===== config.mk =====
export PLATFORM = sky130hd
export DESIGN_NAME = mem_rr_arbiter_flat
export DESIGN_NICKNAME = d
export VERILOG_FILES = /design/src/rtl/mem_arb_pkg.sv /design/src/rtl/mem_rr_arbiter_if.sv /design/src/rtl/mem_rr_arbiter_rr_pick.sv /design/src/rtl/mem_rr_arbiter.sv /design/src/flat_wrapper.sv
export SDC_FILE = /design/constraint.sdc
export NUM_CORES = 1
export LEC_CHECK = 0
export CAP_MARGIN = 10
export CORE_UTILIZATION = 37
export DETAILED_ROUTE_END_ITERATION = 8
export GPL_TIMING_DRIVEN = 0
export HOLD_SLACK_MARGIN = 0.15
export PLACE_DENSITY_LB_ADDON = 0.15
export SLEW_MARGIN = 5
export SYNTH_ARGS = -nofsm -noshare
export SYNTH_HDL_FRONTEND = slang
export SYNTH_SLANG_ARGS = --single-unit
export TNS_END_PERCENT = 5

===== constraint.sdc =====
create_clock -name clk_i -period 1.7 [get_ports clk_i]
set_input_delay 0.17 -clock clk_i [delete_from_list [all_inputs] [get_ports clk_i]]
set_output_delay 0.17 -clock clk_i [all_outputs]
set_load 0.02 [all_outputs]

===== src/rtl/mem_arb_pkg.sv =====
// Shared definitions for the memory round-robin arbiter: FSM encoding and
// the data/address widths of the 16x16 SRAM macro it fronts.
package mem_arb_pkg;

    localparam int MEM_WIDTH      = 16;
    localparam int MEM_ADDR_WIDTH = 4;

    localparam logic [1:0] IDLE  = 2'd0;
    localparam logic [1:0] ISSUE = 2'd1;
    localparam logic [1:0] WAIT  = 2'd2;
    localparam logic [1:0] RESP  = 2'd3;

    typedef enum logic [1:0] {
        S_IDLE  = IDLE,
        S_ISSUE = ISSUE,
        S_WAIT  = WAIT,
        S_RESP  = RESP
    } arb_state_e;

endpackage


===== src/rtl/mem_rr_arbiter_if.sv =====
// Requester-side and memory-side buses of the arbiter. The slave modport is the
// arbiter's view; the master modport is the clients-plus-memory environment.
interface mem_rr_arbiter_if
    import mem_arb_pkg::*;
#(
    parameter int NUM_REQ    = 4,
    parameter int WIDTH      = MEM_WIDTH,
    parameter int ADDR_WIDTH = MEM_ADDR_WIDTH
) ();

    // Handshake: a requester holds req_valid_i[k] until req_ready_o[k] pulses for
    // one cycle; the memory accepts a one-cycle mem_valid_o and later answers
    // with mem_ready_i, with mem_rdata_i valid in that same cycle.
    logic [NUM_REQ-1:0]            req_valid_i;
    logic [NUM_REQ-1:0]            req_wr_rd_i;
    logic [NUM_REQ*ADDR_WIDTH-1:0] req_addr_i;
    logic [NUM_REQ*WIDTH-1:0]      req_wdata_i;
    logic [NUM_REQ-1:0]            req_ready_o;
    logic [WIDTH-1:0]              req_rdata_o;
    logic                          req_err_o;
    logic [NUM_REQ-1:0]            grant_o;
    logic                          mem_valid_o;
    logic                          mem_wr_rd_o;
    logic [ADDR_WIDTH-1:0]         mem_addr_o;
    logic [WIDTH-1:0]              mem_wdata_o;
    logic                          mem_ready_i;
    logic [WIDTH-1:0]              mem_rdata_i;

    modport slave (
        input  req_valid_i, req_wr_rd_i, req_addr_i, req_wdata_i,
        output req_ready_o, req_rdata_o, req_err_o, grant_o,
        output mem_valid_o, mem_wr_rd_o, mem_addr_o, mem_wdata_o,
        input  mem_ready_i, mem_rdata_i
    );

    modport master (
        output req_valid_i, req_wr_rd_i, req_addr_i, req_wdata_i,
        input  req_ready_o, req_rdata_o, req_err_o, grant_o,
        input  mem_valid_o, mem_wr_rd_o, mem_addr_o, mem_wdata_o,
        output mem_ready_i, mem_rdata_i
    );

endinterface


===== src/rtl/mem_rr_arbiter_rr_pick.sv =====
// rr_pick: combinational round-robin picker; finds the first set request at or
// above ptr (with wrap) and returns it one-hot plus its index.
module rr_pick #(
    parameter int NUM_REQ = 4
) (
    input  logic [NUM_REQ-1:0]         req,
    input  logic [$clog2(NUM_REQ)-1:0] ptr,
    output logic [NUM_REQ-1:0]         grant,
    output logic [$clog2(NUM_REQ)-1:0] index,
    output logic                       found
);

    localparam int IDXW = $clog2(NUM_REQ);

    logic [NUM_REQ-1:0] rotated;
    logic [IDXW:0]      sum;

    // Rotating by ptr turns the wrap-around search into a plain lowest-bit search.
    assign rotated = NUM_REQ'({req, req} >> ptr);

    always_comb begin
        found = 1'b0;
        sum   = '0;
        for (int i = 0; i < NUM_REQ; i++) begin
            if (!found && rotated[i]) begin
                found = 1'b1;
                sum   = {1'b0, ptr} + (IDXW+1)'(i);
            end
        end
        index = (sum >= (IDXW+1)'(NUM_REQ)) ? IDXW'(sum - (IDXW+1)'(NUM_REQ))
                                            : sum[IDXW-1:0];
        grant = found ? (NUM_REQ'(1) << index) : '0;
    end

endmodule


===== src/rtl/mem_rr_arbiter.sv =====
// Round-robin arbiter sharing one valid/ready SRAM between NUM_REQ requesters.
// Optional WAIT timeout with error response: define MEM_RR_ARBITER_TIMEOUT_EN.
module mem_rr_arbiter
    import mem_arb_pkg::*;
#(
    parameter int NUM_REQ    = 4,
    parameter int WIDTH      = MEM_WIDTH,
    parameter int ADDR_WIDTH = MEM_ADDR_WIDTH,
    parameter int TIMEOUT    = 15
) (
    input  logic             clk_i,
    input  logic             rst_i,
    mem_rr_arbiter_if.slave  bus,
    output arb_state_e       state_o
);

    localparam int IDXW = $clog2(NUM_REQ);

    arb_state_e            state;
    logic [IDXW-1:0]       ptr, gidx, pick_idx;
    logic [NUM_REQ-1:0]    grant, req_ready, pick_gnt;
    logic                  pick_any;
    logic                  mem_valid, mem_wr_rd;
    logic [ADDR_WIDTH-1:0] mem_addr;
    logic [WIDTH-1:0]      mem_wdata, rdata;
    logic                  sel_wr_rd;
    logic [ADDR_WIDTH-1:0] sel_addr;
    logic [WIDTH-1:0]      sel_wdata;

`ifdef MEM_RR_ARBITER_TIMEOUT_EN
    localparam int TW = $clog2(TIMEOUT + 1);
    logic [TW-1:0] timer;
    logic          err;
`endif

    rr_pick #(.NUM_REQ(NUM_REQ)) u_pick (
        .req   (bus.req_valid_i),
        .ptr   (ptr),
        .grant (pick_gnt),
        .index (pick_idx),
        .found (pick_any)
    );

    always_comb begin
        sel_wr_rd = 1'b0;
        sel_addr  = '0;
        sel_wdata = '0;
        for (int k = 0; k < NUM_REQ; k++) begin
            if (pick_gnt[k]) begin
                sel_wr_rd = bus.req_wr_rd_i[k];
                sel_addr  = bus.req_addr_i[k*ADDR_WIDTH +: ADDR_WIDTH];
                sel_wdata = bus.req_wdata_i[k*WIDTH +: WIDTH];
            end
        end
    end

    always_ff @(posedge clk_i or negedge rst_i) begin
        if (!rst_i) begin
            state     <= S_IDLE;
            ptr       <= '0;
            gidx      <= '0;
            grant     <= '0;
            req_ready <= '0;
            mem_valid <= 1'b0;
            mem_wr_rd <= 1'b0;
            mem_addr  <= '0;
            mem_wdata <= '0;
            rdata     <= '0;
`ifdef MEM_RR_ARBITER_TIMEOUT_EN
            timer     <= '0;
            err       <= 1'b0;
`endif
        end else begin
            mem_valid <= 1'b0;
            req_ready <= '0;
`ifdef MEM_RR_ARBITER_TIMEOUT_EN
            err       <= 1'b0;
`endif
            case (state)
                S_IDLE: begin
                    // The mem_* registers double as the capture registers.
                    if (pick_any) begin
                        grant     <= pick_gnt;
                        gidx      <= pick_idx;
                        mem_wr_rd <= sel_wr_rd;
                        mem_addr  <= sel_addr;
                        mem_wdata <= sel_wdata;
                        mem_valid <= 1'b1;
                        state     <= S_ISSUE;
                    end
                end
                S_ISSUE: begin
`ifdef MEM_RR_ARBITER_TIMEOUT_EN
                    timer <= '0;
`endif
                    state <= S_WAIT;
                end
                S_WAIT: begin
                    if (bus.mem_ready_i) begin
                        if (!mem_wr_rd) rdata <= bus.mem_rdata_i;
                        req_ready <= grant;
                        state     <= S_RESP;
                    end
`ifdef MEM_RR_ARBITER_TIMEOUT_EN
                    else if (timer == TW'(TIMEOUT - 1)) begin
                        err       <= 1'b1;
                        req_ready <= grant;
                        state     <= S_RESP;
                    end else begin
                        timer <= timer + 1'b1;
                    end
`endif
                end
                S_RESP: begin
                    grant <= '0;
                    ptr   <= (gidx == IDXW'(NUM_REQ - 1)) ? '0 : gidx + 1'b1;
                    state <= S_IDLE;
                end
                default: state <= S_IDLE;
            endcase
        end
    end

    assign bus.req_ready_o = req_ready;
    assign bus.req_rdata_o = rdata;
    assign bus.grant_o     = grant;
    assign bus.mem_valid_o = mem_valid;
    assign bus.mem_wr_rd_o = mem_wr_rd;
    assign bus.mem_addr_o  = mem_addr;
    assign bus.mem_wdata_o = mem_wdata;
    assign state_o         = state;

`ifdef MEM_RR_ARBITER_TIMEOUT_EN
    assign bus.req_err_o = err;
`else
    logic timeout_unused;
    assign timeout_unused = (TIMEOUT != 0);
    assign bus.req_err_o  = 1'b0;
`endif

endmodule


===== src/flat_wrapper.sv =====
// flat-port wrapper written by rule: the top's interface ports become plain ports
module mem_rr_arbiter_flat import mem_arb_pkg::*;
#(
    parameter int NUM_REQ    = 4,
    parameter int WIDTH      = MEM_WIDTH,
    parameter int ADDR_WIDTH = MEM_ADDR_WIDTH,
    parameter int TIMEOUT    = 15
)
  (clk_i, rst_i, state_o, bus_req_valid_i, bus_req_wr_rd_i, bus_req_addr_i, bus_req_wdata_i, bus_req_ready_o, bus_req_rdata_o, bus_req_err_o, bus_grant_o, bus_mem_valid_o, bus_mem_wr_rd_o, bus_mem_addr_o, bus_mem_wdata_o, bus_mem_ready_i, bus_mem_rdata_i);
  mem_rr_arbiter_if #(.NUM_REQ(NUM_REQ), .WIDTH(WIDTH), .ADDR_WIDTH(ADDR_WIDTH)) bus_i ();
  input  logic clk_i;
  input  logic rst_i;
  output arb_state_e state_o;
  input wire logic [$bits(bus_i.req_valid_i)-1:0] bus_req_valid_i;
  input wire logic [$bits(bus_i.req_wr_rd_i)-1:0] bus_req_wr_rd_i;
  input wire logic [$bits(bus_i.req_addr_i)-1:0] bus_req_addr_i;
  input wire logic [$bits(bus_i.req_wdata_i)-1:0] bus_req_wdata_i;
  output wire logic [$bits(bus_i.req_ready_o)-1:0] bus_req_ready_o;
  output wire logic [$bits(bus_i.req_rdata_o)-1:0] bus_req_rdata_o;
  output wire logic [$bits(bus_i.req_err_o)-1:0] bus_req_err_o;
  output wire logic [$bits(bus_i.grant_o)-1:0] bus_grant_o;
  output wire logic [$bits(bus_i.mem_valid_o)-1:0] bus_mem_valid_o;
  output wire logic [$bits(bus_i.mem_wr_rd_o)-1:0] bus_mem_wr_rd_o;
  output wire logic [$bits(bus_i.mem_addr_o)-1:0] bus_mem_addr_o;
  output wire logic [$bits(bus_i.mem_wdata_o)-1:0] bus_mem_wdata_o;
  input wire logic [$bits(bus_i.mem_ready_i)-1:0] bus_mem_ready_i;
  input wire logic [$bits(bus_i.mem_rdata_i)-1:0] bus_mem_rdata_i;
  assign bus_i.req_valid_i = bus_req_valid_i;
  assign bus_i.req_wr_rd_i = bus_req_wr_rd_i;
  assign bus_i.req_addr_i = bus_req_addr_i;
  assign bus_i.req_wdata_i = bus_req_wdata_i;
  assign bus_req_ready_o = bus_i.req_ready_o;
  assign bus_req_rdata_o = bus_i.req_rdata_o;
  assign bus_req_err_o = bus_i.req_err_o;
  assign bus_grant_o = bus_i.grant_o;
  assign bus_mem_valid_o = bus_i.mem_valid_o;
  assign bus_mem_wr_rd_o = bus_i.mem_wr_rd_o;
  assign bus_mem_addr_o = bus_i.mem_addr_o;
  assign bus_mem_wdata_o = bus_i.mem_wdata_o;
  assign bus_i.mem_ready_i = bus_mem_ready_i;
  assign bus_i.mem_rdata_i = bus_mem_rdata_i;
  mem_rr_arbiter #(.NUM_REQ(NUM_REQ), .WIDTH(WIDTH), .ADDR_WIDTH(ADDR_WIDTH), .TIMEOUT(TIMEOUT)) u_core (.clk_i(clk_i), .rst_i(rst_i), .bus(bus_i), .state_o(state_o));
endmodule

==> summary.md <==
| Metric | Value |
|---|---|
| Outcome | completed |
| Critical path required time | 1.90 ns |
| Setup ws final | 0.0861 ns |
| Avg WL per Cell | 18.5 um |
| N_diodes | 0 |
| Vias per cell | 5.39 |
| First-pass GRT wire length | 15.6 mm |
| Setup Skew | 0.00649 ns |
| Worst path bufs/invs | 3 |
| Hold crit path type | in -> reg |
| Register bit total from synthesis | 52 |
| Post-Place Worst Slack | -0.390 ns |
| Hold slack | 0.233 ns |
| Final setup vio count | 0 |
| Pin count of the biggest net entering global routing | 29 |
| Initial antenna violation count | 0 |
| Mapped Cells | 269 |
| Post-route ant nets | 0 |
| Ports | 156 |
| Class of the most critical setup path | reg -> reg |
| Post-Syn Area | 3130 um2 |
| Grt ovf | 0 |
| Core Area | 8220 um2 |
| Ys Warns | 0 |
| Critical path fanouts, max | 10 |
| Syn_area_per_cell | 11.6 um2 |
| CTS Buffer Depth | 2 |
| # nets final | 544 |
| Syn_nets | 381 |
| Main synth FF type | dfrtp_1 |
| Post-synth cell types | 41 |
| Area of the multi-input gates | 1650 um2 |
| Crit path cell chain | inv_2 > ha_4 > nand2b_4 > buf_12 > buf_12 > a221oi_2 > a22oi_2 |
| Final Slew Violations | 0 |
| Drt total wl | 9.95 mm |
| Final period util | 94.9% |
| GPL Wtd Cong | 0.882 |
| Layout Cells excl Fill | 538 |
| Number of flops mapped to enable cells by yosys | 0 |
| Detail Placement HPWL | 7.45 mm |
| DRC viols | 0 |
| Clock latency on the worst-skew pair | 0.31 ns |
| Initial Util | 38.1% |
| Layout Area Growth over Synthesis | 60.2% |
| Final hold violations | 0 |
| NetSw | 3.45 mW |
| Leakage | 2.00 nW |
| Placed instance area | 4800 um2 |
| Switching share of power | 42.7% |
| Worst setup SP type | flip-flop |
| Port Buffers | 152 |
| Vias in the first global route | 2977 |
| Worst EP arrival | 1.81 ns |
| Max-slew headroom | 59.7% |
| Top delay family on crit path | flip-flops |
| RSZ-0062 raised after global routing | true |
| CTS tree | yes |
| Highest Clock Rate | 620 MHz |
| Combinational share of power | 64.3% |
| Site row count | 33 |
| H-tree levels | 2 |
| Clock slew at reported path FFs | 0.11 ns |
| Root buf cell | clkbuf_8 |
| Post-layout min period | 1.61 ns |
| Total clock sinks | 52 |
| Slowest CP cell | dfrtp_2 |
| Max_cap viols | 0 |
| Async set-reset flop share out of synthesis | 100% |
| Die area | 8830 um2 |
| Clk network pwr share | 9.5% |
| Placed Instances | 527 |
| TritonCTS Buffers | 5 |
| Drt first pass iters | 4 |
| Via Count | 2901 |
| GRT Resource Usage Total | 23.2% |
| Slew @ Worst Pin | 0.604 ns |
| Fin area | 5020 um2 |
| Final TNS setup | 0 ns |
| Power per cell area | 1610 nW/um2 |
| Most frequent cells in the layout | 149 x clkdlybuf4s50_1, 50 x dfrtp_1, 33 x nand2_1 |
| Die height | 94.0 um |
| Critical Path Most Common Cell | buf_12 |
| Peak VDD IR | 0.864 mV |
| Sequential area share after synthesis | 41.6% |
| Register area | 1300 um2 |
| CP peak stage delay | 0.45 ns |
| Die W | 94.0 um |
| Pint | 4.63 mW |
| Seq pwr share | 26.2% |
| Fillers | 711 |
| Initial drt markers | 108 |
| Most common cell after layout, fill and taps aside | clkdlybuf4s50_1 |
| Worst setup EP type | flip-flop |
| Layout cells sized above 1 | 24.5% |
-- metrics by stage --
step	util, %	power [mW]
3_3_place_gp	58.3	7.03
6_report	61.0	8.08
5_1_grt	61.0	8.62
3_5_place_dp	58.4	7.15
4_1_cts	60.1	8.00
2_1_floorplan	-	5.28
-- cell families after synthesis --
group,count (synthesis),share of synthesized area [%]
DFF,52,41.6
and+or+nand+nor,55,8.63
muxes,17,6.11
AOI/OAI and AO/OA,110,33.6
adders and majority gates,5,2.00
other,1,0.120
buffers and inverters,29,7.99
-- power by group through the flow --
stage | Clock [mW] | Combinational [mW] | Sequential [mW]
floorplan | 0 | 2.64 | 2.64
global placement | 0 | 4.92 | 2.11
detailed placement | 0 | 5.01 | 2.14
CTS | 0.776 | 5.11 | 2.12
global route | 0.826 | 5.60 | 2.19
finish | 0.768 | 5.19 | 2.12
-- synth_stat cells, types with 2 or more instances --
| library cell | n | share of area, % |
|---|---|---|
| dfrtp_1 | 52 | 42 |
| nand2_1 | 33 | 4.0 |
| o221ai_1 | 21 | 5.9 |
| o21ai_1 | 20 | 3.2 |
| a221oi_2 | 19 | 9.1 |
| mux2_2 | 17 | 6.1 |
| a22oi_2 | 15 | 6.0 |
| buf_6 | 9 | 3.2 |
| a21oi_1 | 8 | 1.3 |
| a22oi_1 | 6 | 1.4 |
| o21ai_0 | 6 | 0.96 |
| and3_1 | 5 | 1.0 |
| buf_2 | 5 | 0.80 |
| buf_4 | 5 | 1.2 |
| ha_1 | 5 | 2.0 |
| inv_1 | 5 | 0.60 |
| nand2b_1 | 4 | 0.80 |
| buf_12 | 3 | 1.9 |
| nor2_1 | 3 | 0.36 |
| nor2b_1 | 3 | 0.60 |
| o21bai_1 | 3 | 0.72 |
| a221oi_1 | 2 | 0.56 |
| clkbuf_1 | 2 | 0.24 |
-- layer usage --
layer  GRT usage, %  vias up  wire, um
met3           4.29       17       467
li1               -     1373         -
met2           39.9       85      5060
met4           7.82        0       244
met1           29.1     1426      4180
met5              0        -         0
-- layout make-up --
class                      instances  area share (%)
tap                              105            2.62
timing repair buffer             156            31.2
sequential                        52            26.0
inverter                           5           0.449
clock inverter                     3           0.424
multi-input combinational        188            32.8
buffer                            24            5.11
clock buffer                       5            1.37
-- final timing paths --
check	cells after the start	slack, ns	from	to
min in group asynchronous	2	0.39	rst_i	u_core.bus.mem_wdata_o[11]
hold / removal	3	0.23	bus_req_valid_i[1]	u_core.gidx[0]
setup / recovery	7	0.09	u_core.state_o[0]	u_core.bus.mem_wdata_o[9]
setup reg to reg	7	0.09	u_core.state_o[0]	u_core.bus.mem_wdata_o[9]
hold reg to reg	2	0.51	u_core.gidx[1]	u_core.gidx[1]
max in group asynchronous	3	0.73	rst_i	u_core.ptr[0]
-- tightest hold or removal path, delay by kind of cell --
family,cells,cell delay (ns)
AOI/OAI and AO/OA,2,0.22
buffers and inverters,1,0.12
-- sequential cells by signal, summed over array words and instances, names as in the netlist --
name	flops
u_core.bus.mem_wdata_o	16
u_core.bus.req_rdata_o	16
u_core.bus.grant_o	4
u_core.bus.mem_addr_o	4
u_core.bus.req_ready_o	4
u_core.gidx	2
u_core.ptr	2
u_core.state_o	2
u_core.bus.mem_valid_o	1
u_core.bus.mem_wr_rd_o	1
-- repair_timing --
action / in CTS / in global routing
gates resized for setup: 8 / 18
pin swaps: 1 / 0
buffers inserted: 1 / 1
endpoints found under the setup margin: 30 / 36
hold endpoints to repair: 24 / 0
hold buffers: 1 / 0
(Power assumes the default switching activity.)
